<file path="src/rtl/issue_stage_pkg.sv">
// Shared cpu definitions for the operand-issue stage: register file geometry
// and the issued-operand record carried in the output slot.
package issue_stage_pkg;

    localparam int REG_IDX_W = 4;
    localparam int NUM_REGS  = 16;
    localparam int DATA_W    = 32;

    // Issued instruction minus its opcode payload; the payload width is a
    // per-instance parameter, so it travels alongside this record.
    typedef struct packed {
        logic [DATA_W-1:0]    a;
        logic [DATA_W-1:0]    b;
        logic [DATA_W-1:0]    c;
        logic [REG_IDX_W-1:0] rd;
        logic                 writes_rd;
    } issue_t;

endpackage

</file>
<file path="src/rtl/issue_stage_scoreboard.sv">
// Register busy scoreboard: writeback clears, issue sets (set wins), and a
// hazard query that treats a same-cycle writeback as already retired.
module scoreboard
    import issue_stage_pkg::*;
#(
    parameter int NUM_Q = 4
) (
    input  logic                            clk,
    input  logic                            rst_async,
    input  logic                            clr_en,
    input  logic [REG_IDX_W-1:0]            clr_idx,
    input  logic                            set_en,
    input  logic [REG_IDX_W-1:0]            set_idx,
    input  logic [NUM_Q-1:0][REG_IDX_W-1:0] q_idx,
    output logic [NUM_Q-1:0]                q_busy,
    output logic [NUM_REGS-1:0]             busy
);

    logic [NUM_REGS-1:0] busy_n;

    always_comb begin
        busy_n = busy;
        if (clr_en)
            busy_n[clr_idx] = 1'b0;
        if (set_en)
            busy_n[set_idx] = 1'b1;
        busy_n[0] = 1'b0;
    end

    always_ff @(posedge clk or posedge rst_async) begin
        if (rst_async)
            busy <= '0;
        else
            busy <= busy_n;
    end

    // busy[0] is never set, so r0 needs no special case here.
    for (genvar g = 0; g < NUM_Q; g++) begin : g_query
        assign q_busy[g] = busy[q_idx[g]] && !(clr_en && clr_idx == q_idx[g]);
    end

endmodule

</file>
<file path="src/rtl/issue_stage.sv">
// Operand-issue stage: holds one decoded instruction until the scoreboard
// clears RAW/WAW hazards, then issues bank/bypassed operands downstream.
module issue_stage
    import issue_stage_pkg::*;
#(
    parameter int OP_W = 32
) (
    input  logic                 clk,
    input  logic                 rst_async,
    input  logic                 in_valid,
    output logic                 in_ready,
    input  logic [OP_W-1:0]      in_op,
    input  logic [REG_IDX_W-1:0] in_ra,
    input  logic [REG_IDX_W-1:0] in_rb,
    input  logic [REG_IDX_W-1:0] in_rc,
    input  logic [REG_IDX_W-1:0] in_rd,
    input  logic                 in_writes_rd,
    output logic [REG_IDX_W-1:0] read_a_index,
    output logic [REG_IDX_W-1:0] read_b_index,
    output logic [REG_IDX_W-1:0] read_c_index,
    input  logic [DATA_W-1:0]    read_a,
    input  logic [DATA_W-1:0]    read_b,
    input  logic [DATA_W-1:0]    read_c,
    input  logic                 wb_en,
    input  logic [REG_IDX_W-1:0] wb_index,
    input  logic [DATA_W-1:0]    wb_data,
    output logic                 out_valid,
    input  logic                 out_ready,
    output logic [OP_W-1:0]      out_op,
    output logic [DATA_W-1:0]    out_a,
    output logic [DATA_W-1:0]    out_b,
    output logic [DATA_W-1:0]    out_c,
    output logic [REG_IDX_W-1:0] out_rd,
    output logic                 out_writes_rd,
    output logic [NUM_REGS-1:0]  busy
);

    logic                 p_valid;
    logic [OP_W-1:0]      p_op;
    logic [REG_IDX_W-1:0] p_ra, p_rb, p_rc, p_rd;
    logic                 p_writes_rd;

    logic [OP_W-1:0]      out_op_q;
    issue_t               out_q;

    logic [3:0]                q_busy;
    logic [3:0][REG_IDX_W-1:0] q_idx;
    logic hazard, out_free, issue, accept;
    logic hit_a, hit_b, hit_c;

    assign q_idx = {p_rd, p_rc, p_rb, p_ra};

    scoreboard #(.NUM_Q(4)) u_sb (
        .clk       (clk),
        .rst_async (rst_async),
        .clr_en    (wb_en),
        .clr_idx   (wb_index),
        .set_en    (issue && p_writes_rd),
        .set_idx   (p_rd),
        .q_idx     (q_idx),
        .q_busy    (q_busy),
        .busy      (busy)
    );

    assign hazard   = q_busy[0] || q_busy[1] || q_busy[2] || (p_writes_rd && q_busy[3]);
    assign out_free = !out_valid || out_ready;
    assign issue    = p_valid && !hazard && out_free;
    assign in_ready = !p_valid || issue;
    assign accept   = in_valid && in_ready;

    assign read_a_index = p_valid ? p_ra : '0;
    assign read_b_index = p_valid ? p_rb : '0;
    assign read_c_index = p_valid ? p_rc : '0;

    // Bypass: the bank is written on this same edge, so its read is stale.
    assign hit_a = wb_en && wb_index == p_ra && p_ra != '0;
    assign hit_b = wb_en && wb_index == p_rb && p_rb != '0;
    assign hit_c = wb_en && wb_index == p_rc && p_rc != '0;

    always_ff @(posedge clk or posedge rst_async) begin
        if (rst_async) begin
            p_valid     <= 1'b0;
            p_op        <= '0;
            p_ra        <= '0;
            p_rb        <= '0;
            p_rc        <= '0;
            p_rd        <= '0;
            p_writes_rd <= 1'b0;
            out_valid   <= 1'b0;
            out_op_q    <= '0;
            out_q       <= '0;
        end else begin
            if (accept) begin
                p_valid     <= 1'b1;
                p_op        <= in_op;
                p_ra        <= in_ra;
                p_rb        <= in_rb;
                p_rc        <= in_rc;
                p_rd        <= in_rd;
                p_writes_rd <= in_writes_rd;
            end else if (issue) begin
                p_valid <= 1'b0;
            end

            if (issue) begin
                out_valid       <= 1'b1;
                out_op_q        <= p_op;
                out_q.a         <= hit_a ? wb_data : read_a;
                out_q.b         <= hit_b ? wb_data : read_b;
                out_q.c         <= hit_c ? wb_data : read_c;
                out_q.rd        <= p_rd;
                out_q.writes_rd <= p_writes_rd;
            end else if (out_ready) begin
                out_valid <= 1'b0;
            end
        end
    end

    assign out_op        = out_op_q;
    assign out_a         = out_q.a;
    assign out_b         = out_q.b;
    assign out_c         = out_q.c;
    assign out_rd        = out_q.rd;
    assign out_writes_rd = out_q.writes_rd;

endmodule

</file>
<file path="config.mk">
export PLATFORM = sky130hd
export DESIGN_NAME = issue_stage
export DESIGN_NICKNAME = d
export VERILOG_FILES = /design/src/rtl/issue_stage_pkg.sv /design/src/rtl/issue_stage_scoreboard.sv /design/src/rtl/issue_stage.sv
export SDC_FILE = /design/constraint.sdc
export NUM_CORES = 1
export LEC_CHECK = 0
export ABC_AREA = 1
export BUFFER_PORTS_ARGS = -buffer_cell sky130_fd_sc_hd__buf_2
export CELL_PAD_IN_SITES_DETAIL_PLACEMENT = 0
export CELL_PAD_IN_SITES_GLOBAL_PLACEMENT = 1
export CORE_AREA = 2 2 168 170
export CTS_CLUSTER_SIZE = 28
export DETAILED_ROUTE_END_ITERATION = 12
export DIE_AREA = 0 0 170 172
export HOLD_SLACK_MARGIN = 0.03
export MAX_ROUTING_LAYER = met4
export PLACE_DENSITY = 0.79
export SLEW_MARGIN = 10
export SYNTH_ARGS = -nofsm -noshare
export SYNTH_HDL_FRONTEND = slang
export SYNTH_SLANG_ARGS = --single-unit
</file>
<file path="constraint.sdc">
create_clock -name clk -period 7.5 [get_ports clk]
set_clock_uncertainty 0.05 [all_clocks]
set_input_delay 0.75 -clock clk [delete_from_list [all_inputs] [get_ports clk]]
set_output_delay 0.75 -clock clk [all_outputs]
set_load 0.05 [all_outputs]
</file>
==> run summary, run 1 <==
Die area -> 29200 um2
Pwr/cell area -> 547 nW/um2
Minimum clock period -> 4.30 ns
Routed vias -> 8741
Worst setup margin -> 3.20 ns
Postcts setup bufs -> 0
CP Capture Type -> output port
Clock slew at reported path FFs -> 0.09 ns
WP data required -> 6.70 ns
Net Sw Frac -> 56.0%
Reg power frac -> 29.9%
GPL Wtd Cong -> 0.917
Final Max Tran Viols -> 0
Sw power -> 3.72 mW
Hold Path Sink -> p_op[14]
Synthesized netlist cell count -> 1128
Async SR Flop Fraction -> 100%
Cts bufs inserted -> 17
Initial drt markers -> 627
Leading cell type in the layout, fill and taps excluded -> nand2_1
Die H -> 172 um
Most frequent cells in the layout -> nand2_1, buf_2, dfrtp_1
Post-synthesis sequential area ratio -> 51.0%
Total internal power -> 2.92 mW
CTS hold repair buffers -> 0
Remaining global-route overflow -> 0
Distinct cells, synth -> 32
Io pins -> 349
Dpl hpwl -> 23100 um
Hold path start -> p_op[14]
WHS Path Cells -> 2
Comb power frac -> 55.8%
Number of synthesized flops with an enable pin -> 0
Area growth syn-to-layout -> 24.3%
Final setup vio count -> 0
Gr usage total -> 22.3%
Kind of critical path -> reg -> out
Final period util -> 57.3%
DRC -> 0
CTS sink cnt -> 199
DR vias/cell -> 4.87
Starting Density -> 35.5%
DRT Pass-1 Iters -> 6
Crit start category -> flip-flop
Routed Antenna Nets -> 0
Worst R2R End -> p_op[4]
Warnings, synthesis -> 0
R2R depth -> 15
Worst reg2reg startpoint -> p_rc[0]
Share of cells above drive strength 1 -> 28.6%
WL final -> 32000 um
Fmax -> 233 MHz
First-pass GRT wire length -> 48500 um
Register-to-Register Setup Slack -> 3.81 ns
CTS tree -> built
H-tree lvl count -> 4
Worst EP arrival -> 3.50 ns
Largest net degree at the start of global routing -> 125
Post-cts sizing count -> 0
Hold crit path type -> reg -> reg
Core ar. -> 27500 um2
Clock power share -> 14.3%
Final TNS setup -> 0 ns
Syn Area/Cell -> 8.65 um2
# Max-Cap Violations -> 0
Leak -> 7.10 nW
Clock Latency Late Sink -> 0.44 ns
Top_reg_cell synth -> dfrtp_1
Vias in the first global route -> 8370
Initial antenna violation count -> 6
Finished Layout Cells -> 1795
Mapped Area -> 9760 um2
Drt wl/cell -> 17.8 um
FF+latch count, synth -> 199
Dpl ws -> 3.38 ns
Placed Cells -> 1757
RSZ-0062 raised after global routing -> false
Rel. slew slack -> 28.7%
# rows -> 61
NumNets Final -> 1616
Clk buf depth -> 2
Peak supply drop -> 0.252 mV
IO Port Bufs -> 347
Status -> finished clean
Critical Path Fanout Max -> 52
Mapped Nets -> 1314
Least-Margin Pin Slew -> 1.07 ns
Die width -> 170 um
Final Hold Viols -> 0
Clock root cell -> clkbuf_16
-- cell usage after synthesis, drive strengths merged, types with 5 or more instances --
cell type  number  area [um2]
o21ai         159         833
nand2         361        1370
nor2           36         148
buf            52         419
a21oi          10        50.1
dfrtp         199        4980
mux2i          96         961
inv            87         329
clkbuf         18        67.6
o22ai           7        43.8
nand3          85         438
nor3            5        25.0
-- flip-flops by register name, indices dropped and copies added (netlist names), 4 cells and up --
name,count
p_rc,4
out_c,32
out_op,32
p_ra,4
p_rd,4
out_b,32
out_rd,4
p_op,32
u_sb.busy,15
out_a,32
p_rb,4
-- worst max-delay path: stages (launching register included) --
cell	delay [ns]
dfrtp_1	0.65
inv_2	0.13
nand2_1	0.08
nand2_1	0.05
nor2_1	0.08
nand3_1	0.10
nand2_1	0.07
nor2_1	0.04
nand2_1	0.05
nand2_1	0.08
nor2_4	0.14
nand3_4	0.45
nand2_4	0.69
buf_2	0.38
-- final cells by class --
class / count / area [um2]
Sequential cell: 199 / 4980
Antenna cell: 6 / 15.0
Multi-Input combinational cell: 772 / 3980
Clock inverter: 15 / 183
Timing Repair Buffer: 353 / 1780
Fill cell: 2815 / 15300
Clock buffer: 17 / 425
Inverter: 87 / 337
Tap cell: 346 / 433
-- logic make-up (layout without fill, tap and decap cells) --
group           count (synthesis)  count (layout)  synth area share (%)
compound gates                182             182                  9.96
xor+xnor                        2               2                 0.180
buf+inv                       157             472                  8.36
flops                         199             199                  51.0
mux                            96              96                  9.85
other cells                     1               7                0.0384
simple gates                  491             491                  20.6
-- layer usage --
metal  global-route usage (%)  routed length [um]  up-vias
li1                         -                   -     4278
met1                     29.4               14300     4117
met2                     33.8               14600      320
met3                     5.72                2610       26
met4                     6.80                 488        0
met5                        -                   0        -
-- worst max-delay path by stage --
stage,cells after the start,startpoint,end,slack (ns)
after floorplan,1,rst_async,out_a[0],1.27
final,13,p_rc[0],in_ready,3.20
after global placement,14,wb_index[1],in_ready,3.40
after global routing,13,p_rd[0],in_ready,2.90
after CTS,13,p_rc[0],in_ready,3.20
after detailed placement,14,wb_index[1],in_ready,3.38
-- metrics by stage --
step	hold slack, ns	instance area, um2	util [%]	total power [mW]
3_3_place_gp	0.403	11500	41.9	5.67
4_1_cts	0.427	12100	44.1	6.68
5_1_grt	0.445	12100	44.1	7.12
2_1_floorplan	0.392	9760	-	4.96
3_5_place_dp	0.408	11500	41.9	5.72
6_report	0.423	12100	44.1	6.63
-- power by group through the flow --
stage	Sequential, mW	Clock, mW	Combinational (mW)
5_1_grt	2.05	1.02	4.05
2_1_floorplan	3.09	0	1.88
6_report	1.98	0.947	3.70
3_3_place_gp	1.99	0	3.68
3_5_place_dp	2.00	0	3.72
4_1_cts	1.98	0.973	3.73
(Power assumes the default switching activity.)
==> inputs of run 2 (changes only) <==
clock period = 4.4 ns   (was 7.5 ns; I/O delays follow)
==> run 2 against run 1 <==
Clock-buffer cell count unchanged. Sequential share of layout area decreased by 0.14 points. Sequential power increased by 70%.
==> run summary, run 2 (synthesis gave the netlist of run 1 again) <==
Status -> finished clean
Worst setup margin -> 1.02 ns (-2.18 ns)
Vias in the first global route -> 8379 (+0.11%)
Multi-input logic area -> 3980 um2 (unchanged)
H-tree lvl count -> 4 (unchanged)
Postcts setup bufs -> 0 (unchanged)
Worst EP arrival -> 2.89 ns (-0.61 ns)
Final Max Tran Viols -> 0 (unchanged)
Peak supply drop -> 1.10 mV (+340%)
Fill count -> 2805 (-0.36%)
RSZ-0062 raised after global routing -> false
# rows -> 61 (unchanged)
Dpl hpwl -> 22800 um (-1.4%)
Most frequent cells in the layout -> nand2_1, buf_2, dfrtp_1
Area growth syn-to-layout -> 24.7%
GPL Wtd Cong -> 0.909 (-0.84%)
Most Frequent Cell on Critical Path -> nand2_1
Clock Latency Late Sink -> 0.44 ns (about the same)
Critical Path Fanout Max -> 52 (unchanged)
Area post-placement -> 11600 um2 (+0.42%)
IO Port Bufs -> 347 (unchanged)
WP data required -> 3.91 ns (-2.79 ns)
Pwr/cell area -> 931 nW/um2 (+70%)
Final TNS setup -> 0 ns (unchanged)
Gr usage total -> 22.1% (-0.11 points)
Initial antenna violation count -> 5 (-1)
NumNets Final -> 1618 (+0.12%)
CP Capture Type -> output port
Finished Layout Cells -> 1796 (+0.056%)
Final period util -> 76.8%
Starting Density -> 35.5% (unchanged)
Minimum clock period -> 3.38 ns
WHS -> 0.140 ns (-0.283 ns)
Initial drt markers -> 677 (+8.0%)
Post-cts sizing count -> 0 (unchanged)
Least-Margin Pin Slew -> 1.41 ns (+0.340 ns)
Largest net degree at the start of global routing -> 267 (+110%)
Crit start category -> flip-flop
Io pins -> 349 (unchanged)
Routed Antenna Nets -> 0 (unchanged)
CP max-delay cell -> dfrtp_1
Placed Cells -> 1759 (+0.11%)
DRC -> 0 (unchanged)
Crit-path max cell delay -> 0.62 ns (-0.07 ns)
Hold crit path type -> in -> async
Leading cell type in the layout, fill and taps excluded -> nand2_1
First-pass GRT wire length -> 48200 um (-0.70%)
Core Util, Final -> 44.3% (+0.15 points)
Clock root cell -> clkbuf_16
Fmax -> 296 MHz
Remaining global-route overflow -> 0 (unchanged)
Sequential cell area -> 4980 um2 (unchanged)
WL final -> 31800 um (-0.61%)
DRT Pass-1 Iters -> 5 (-1)
Post-route cell area -> 12200 um2 (+0.35%)
CTS tree -> built
Die area -> 29200 um2 (unchanged)
Die H -> 172 um (unchanged)
Kind of critical path -> reg -> out
CTS hold repair buffers -> 0 (unchanged)
Routed vias -> 8785 (+0.50%)
DR vias/cell -> 4.89 (+0.45%)
Share of cells above drive strength 1 -> 28.7% (+0.099 points)
Final Hold Viols -> 0 (unchanged)
CP Cell Sequence -> nor2_1 > a21oi_1 > nand3_1 > nand2_1 > nand2_1 > nand2_1 > nand2_1 > inv_1 > nand3_4 > nand2_4 > buf_2
Clock slew at reported path FFs -> 0.08 ns (about the same)
Die width -> 170 um (unchanged)
Leak -> 7.12 nW (+0.20%)
Drt wl/cell -> 17.7 um (-0.67%)
Clk buf depth -> 2 (unchanged)
Cts bufs inserted -> 17 (unchanged)
Dpl ws -> 1.37 ns (-2.01 ns)
CTS sink cnt -> 199 (unchanged)
# Max-Cap Violations -> 0 (unchanged)
Final setup vio count -> 0 (unchanged)
Core ar. -> 27500 um2 (unchanged)
Rel. slew slack -> 6.03% (-23 points)
Power after layout -> 11.3 mW (+71%)
==> run 2: worst max-delay path: cells and delay by family (launching register included) <==
family | cells | cell delay [ns]
flops | 1 | 0.62
simple gates | 8 | 1.14
compound gates | 1 | 0.16
buf+inv | 2 | 0.51
==> run 2: area by class of cell <==
class / count / share of cell area (%)
Antenna cell: 5 / 0.103
Clock buffer: 17 / 3.49
Clock inverter: 15 / 1.47
Inverter: 87 / 2.73
Multi-Input combinational cell: 772 / 32.7
Sequential cell: 199 / 40.9
Tap cell: 346 / 3.56
Timing Repair Buffer: 355 / 15.1
==> run 2: per-layer routing <==
| layer | up-vias | wire [um] | GRT usage (%) |
|---|---|---|---|
| met3 | 42 | 2440 | 5.15 |
| met4 | 0 | 699 | 7.54 |
| met1 | 4139 | 14000 | 28.3 |
| met2 | 317 | 14700 | 34.8 |
| li1 | 4287 | - | - |
| met5 | - | 0 | - |
==> run 2: report_power, final <==
part / switching [mW] / internal [mW]
logic: 4.79 / 1.53
registers: 0.660 / 2.71
clock network: 0.828 / 0.817
total: 6.28 / 5.05
==> run 2: final timing paths <==
kind	start	endpoint	slack, ns	depth (start not counted)
max in group asynchronous	rst_async	out_op[29]	3.23	3
worst max-delay path	p_rb[0]	in_ready	1.02	11
min in group clk	in_op[14]	p_op[14]	0.17	3
worst min-delay path	rst_async	out_c[9]	0.14	2
worst max register to register	p_rb[0]	out_a[23]	1.28	12
worst min register to register	p_op[19]	p_op[19]	0.43	2
==> inputs of run 3 (changes only) <==
clock period = 3.37 ns   (was 4.4 ns; I/O delays follow)
==> run 3 against run 2 <==
Sequential power increased by 30%. Worst hold slack got worse by 0.10 ns. Highest routed layer unchanged. Largest cell class unchanged. Clock power increased by 28%.
==> run summary, run 3 (synthesis gave the netlist of run 1 again) <==
Initial drt markers -> 822 (+21%)
WL final -> 32000 um (+0.42%)
RSZ-0062 raised after global routing -> false
Initial antenna violation count -> 4 (-1)
DRT Pass-1 Iters -> 5 (unchanged)
Status -> finished clean
DR vias/cell -> 4.92 (+0.60%)
Drt wl/cell -> 17.7 um (about the same)
Remaining global-route overflow -> 0 (unchanged)
# Max-Cap Violations -> 0 (unchanged)
Kind of critical path -> reg -> out
Post-route cell area -> 12200 um2 (+0.63%)
Final Max Tran Viols -> 0 (unchanged)
CTS hold repair buffers -> 0 (unchanged)
Rel. slew slack -> 33.8% (+28 points)
DRC -> 0 (unchanged)
NumNets Final -> 1625 (+0.43%)
H-tree lvl count -> 4 (unchanged)
IO Port Bufs -> 347 (unchanged)
Largest net degree at the start of global routing -> 156 (-42%)
Clock slew at reported path FFs -> 0.08 ns (about the same)
Clock Latency Late Sink -> 0.43 ns (about the same)
Critical Path Fanout Max -> 24 (-54%)
Leak -> 7.16 nW (+0.67%)
Met3 WL -> 2650 um (+8.4%)
Share of cells above drive strength 1 -> 29.1% (+0.34 points)
Clock root cell -> clkbuf_16
Clk buf depth -> 2 (unchanged)
Core ar. -> 27500 um2 (unchanged)
Metal2 WL -> 14800 um (+0.62%)
GPL Wtd Cong -> 0.916 (+0.77%)
Final Hold Viols -> 0 (unchanged)
Crit start category -> flip-flop
CP Capture Type -> output port
Final TNS setup -> 0 ns (unchanged)
Final setup vio count -> 0 (unchanged)
Top Metal Used -> met4
Routed vias -> 8872 (+0.99%)
Routed Antenna Nets -> 0 (unchanged)
Die width -> 170 um (unchanged)
Cts bufs inserted -> 17 (unchanged)
Final period util -> 94.2%
Area post-placement -> 11600 um2 (+0.67%)
Least-Margin Pin Slew -> 0.994 ns (-0.416 ns)
Leading cell type in the layout, fill and taps excluded -> nand2_1
Die H -> 172 um (unchanged)
Peak supply drop -> 0.905 mV (-18%)
Fmax -> 315 MHz
First-pass GRT wire length -> 47700 um (-1.1%)
Postcts setup bufs -> 0 (unchanged)
WP data required -> 2.98 ns (-0.93 ns)
Metal1 wirelength -> 13900 um (-0.20%)
CTS tree -> built
Dpl hpwl -> 23500 um (+3.2%)
Gr usage total -> 21.9% (-0.24 points)
Vias in the first global route -> 8166 (-2.5%)
CTS sink cnt -> 199 (unchanged)
Post-cts sizing count -> 0 (unchanged)
Pwr/cell area -> 1210 nW/um2 (+30%)
Die area -> 29200 um2 (unchanged)
Io pins -> 349 (unchanged)
Minimum clock period -> 3.17 ns
Starting Density -> 35.5% (unchanged)
Hold crit path type -> in -> async
Area growth syn-to-layout -> 25.5%
Power after layout -> 14.9 mW (+31%)
# rows -> 61 (unchanged)
Worst EP arrival -> 2.79 ns (-0.10 ns)
Most frequent cells in the layout -> nand2_1, buf_2, dfrtp_1
-- run 3: stage by stage --
stage               instances  worst slack, ns  util (%)  hold slack, ns
floorplan                1128            0.409         -           0.392
global placement         1766            0.644      42.3           0.403
detailed placement       1766            0.604      42.3           0.408
CTS                      1798            0.248      44.5          0.0575
global route             1802           0.0653      44.6          0.0690
finish                   1803            0.196      44.6          0.0406
-- run 3: report_power, final --
group	internal (mW)	switching [mW]	leakage (nW)	total, mW
clock	1.01	1.11	0.294	2.12
combinational	2.03	6.33	4.37	8.36
sequential	3.53	0.857	2.50	4.39
total	6.57	8.29	7.16	14.9
-- run 3: layout make-up --
type                            instances  area, um2
Clock inverter                         15        178
Timing Repair Buffer                  362       1910
Antenna cell                            5       12.5
Inverter                               87        333
Sequential cell                       199       4980
Clock buffer                           17        425
Fill cell                            2760      15200
Multi-Input combinational cell        772       3980
Tap cell                              346        433
-- run 3: worst paths after layout --
check	startpoint	end	slack [ns]	cells past startpoint
max	p_rc[0]	in_ready	0.20	13
min	rst_async	out_b[7]	0.04	2
max reg2reg	p_rc[0]	p_rd[3]	0.53	15
min reg2reg	p_op[23]	p_op[23]	0.42	2
max in group asynchronous	rst_async	out_a[8]	2.38	3
min in group clk	in_op[19]	p_op[19]	0.08	3
-- run 3: critical path: stages, from the launching register on --
cell and delay (ns):
dfrtp_1 0.64, inv_2 0.15, nand2_1 0.09, nand2_1 0.05
nor2_1 0.17, nand3_1 0.13, nand2_1 0.08, nor2_1 0.04
nand2_1 0.05, nand2_1 0.08, nor2_4 0.12, nand3_4 0.12
nand2_4 0.28, buf_2 0.34
-- run 3: metal layers --
layer	up-vias	global-route usage [%]
met5	-	-
met4	0	6.43
met3	39	4.97
met2	361	34.2
met1	4171	28.7
li1	4301	-
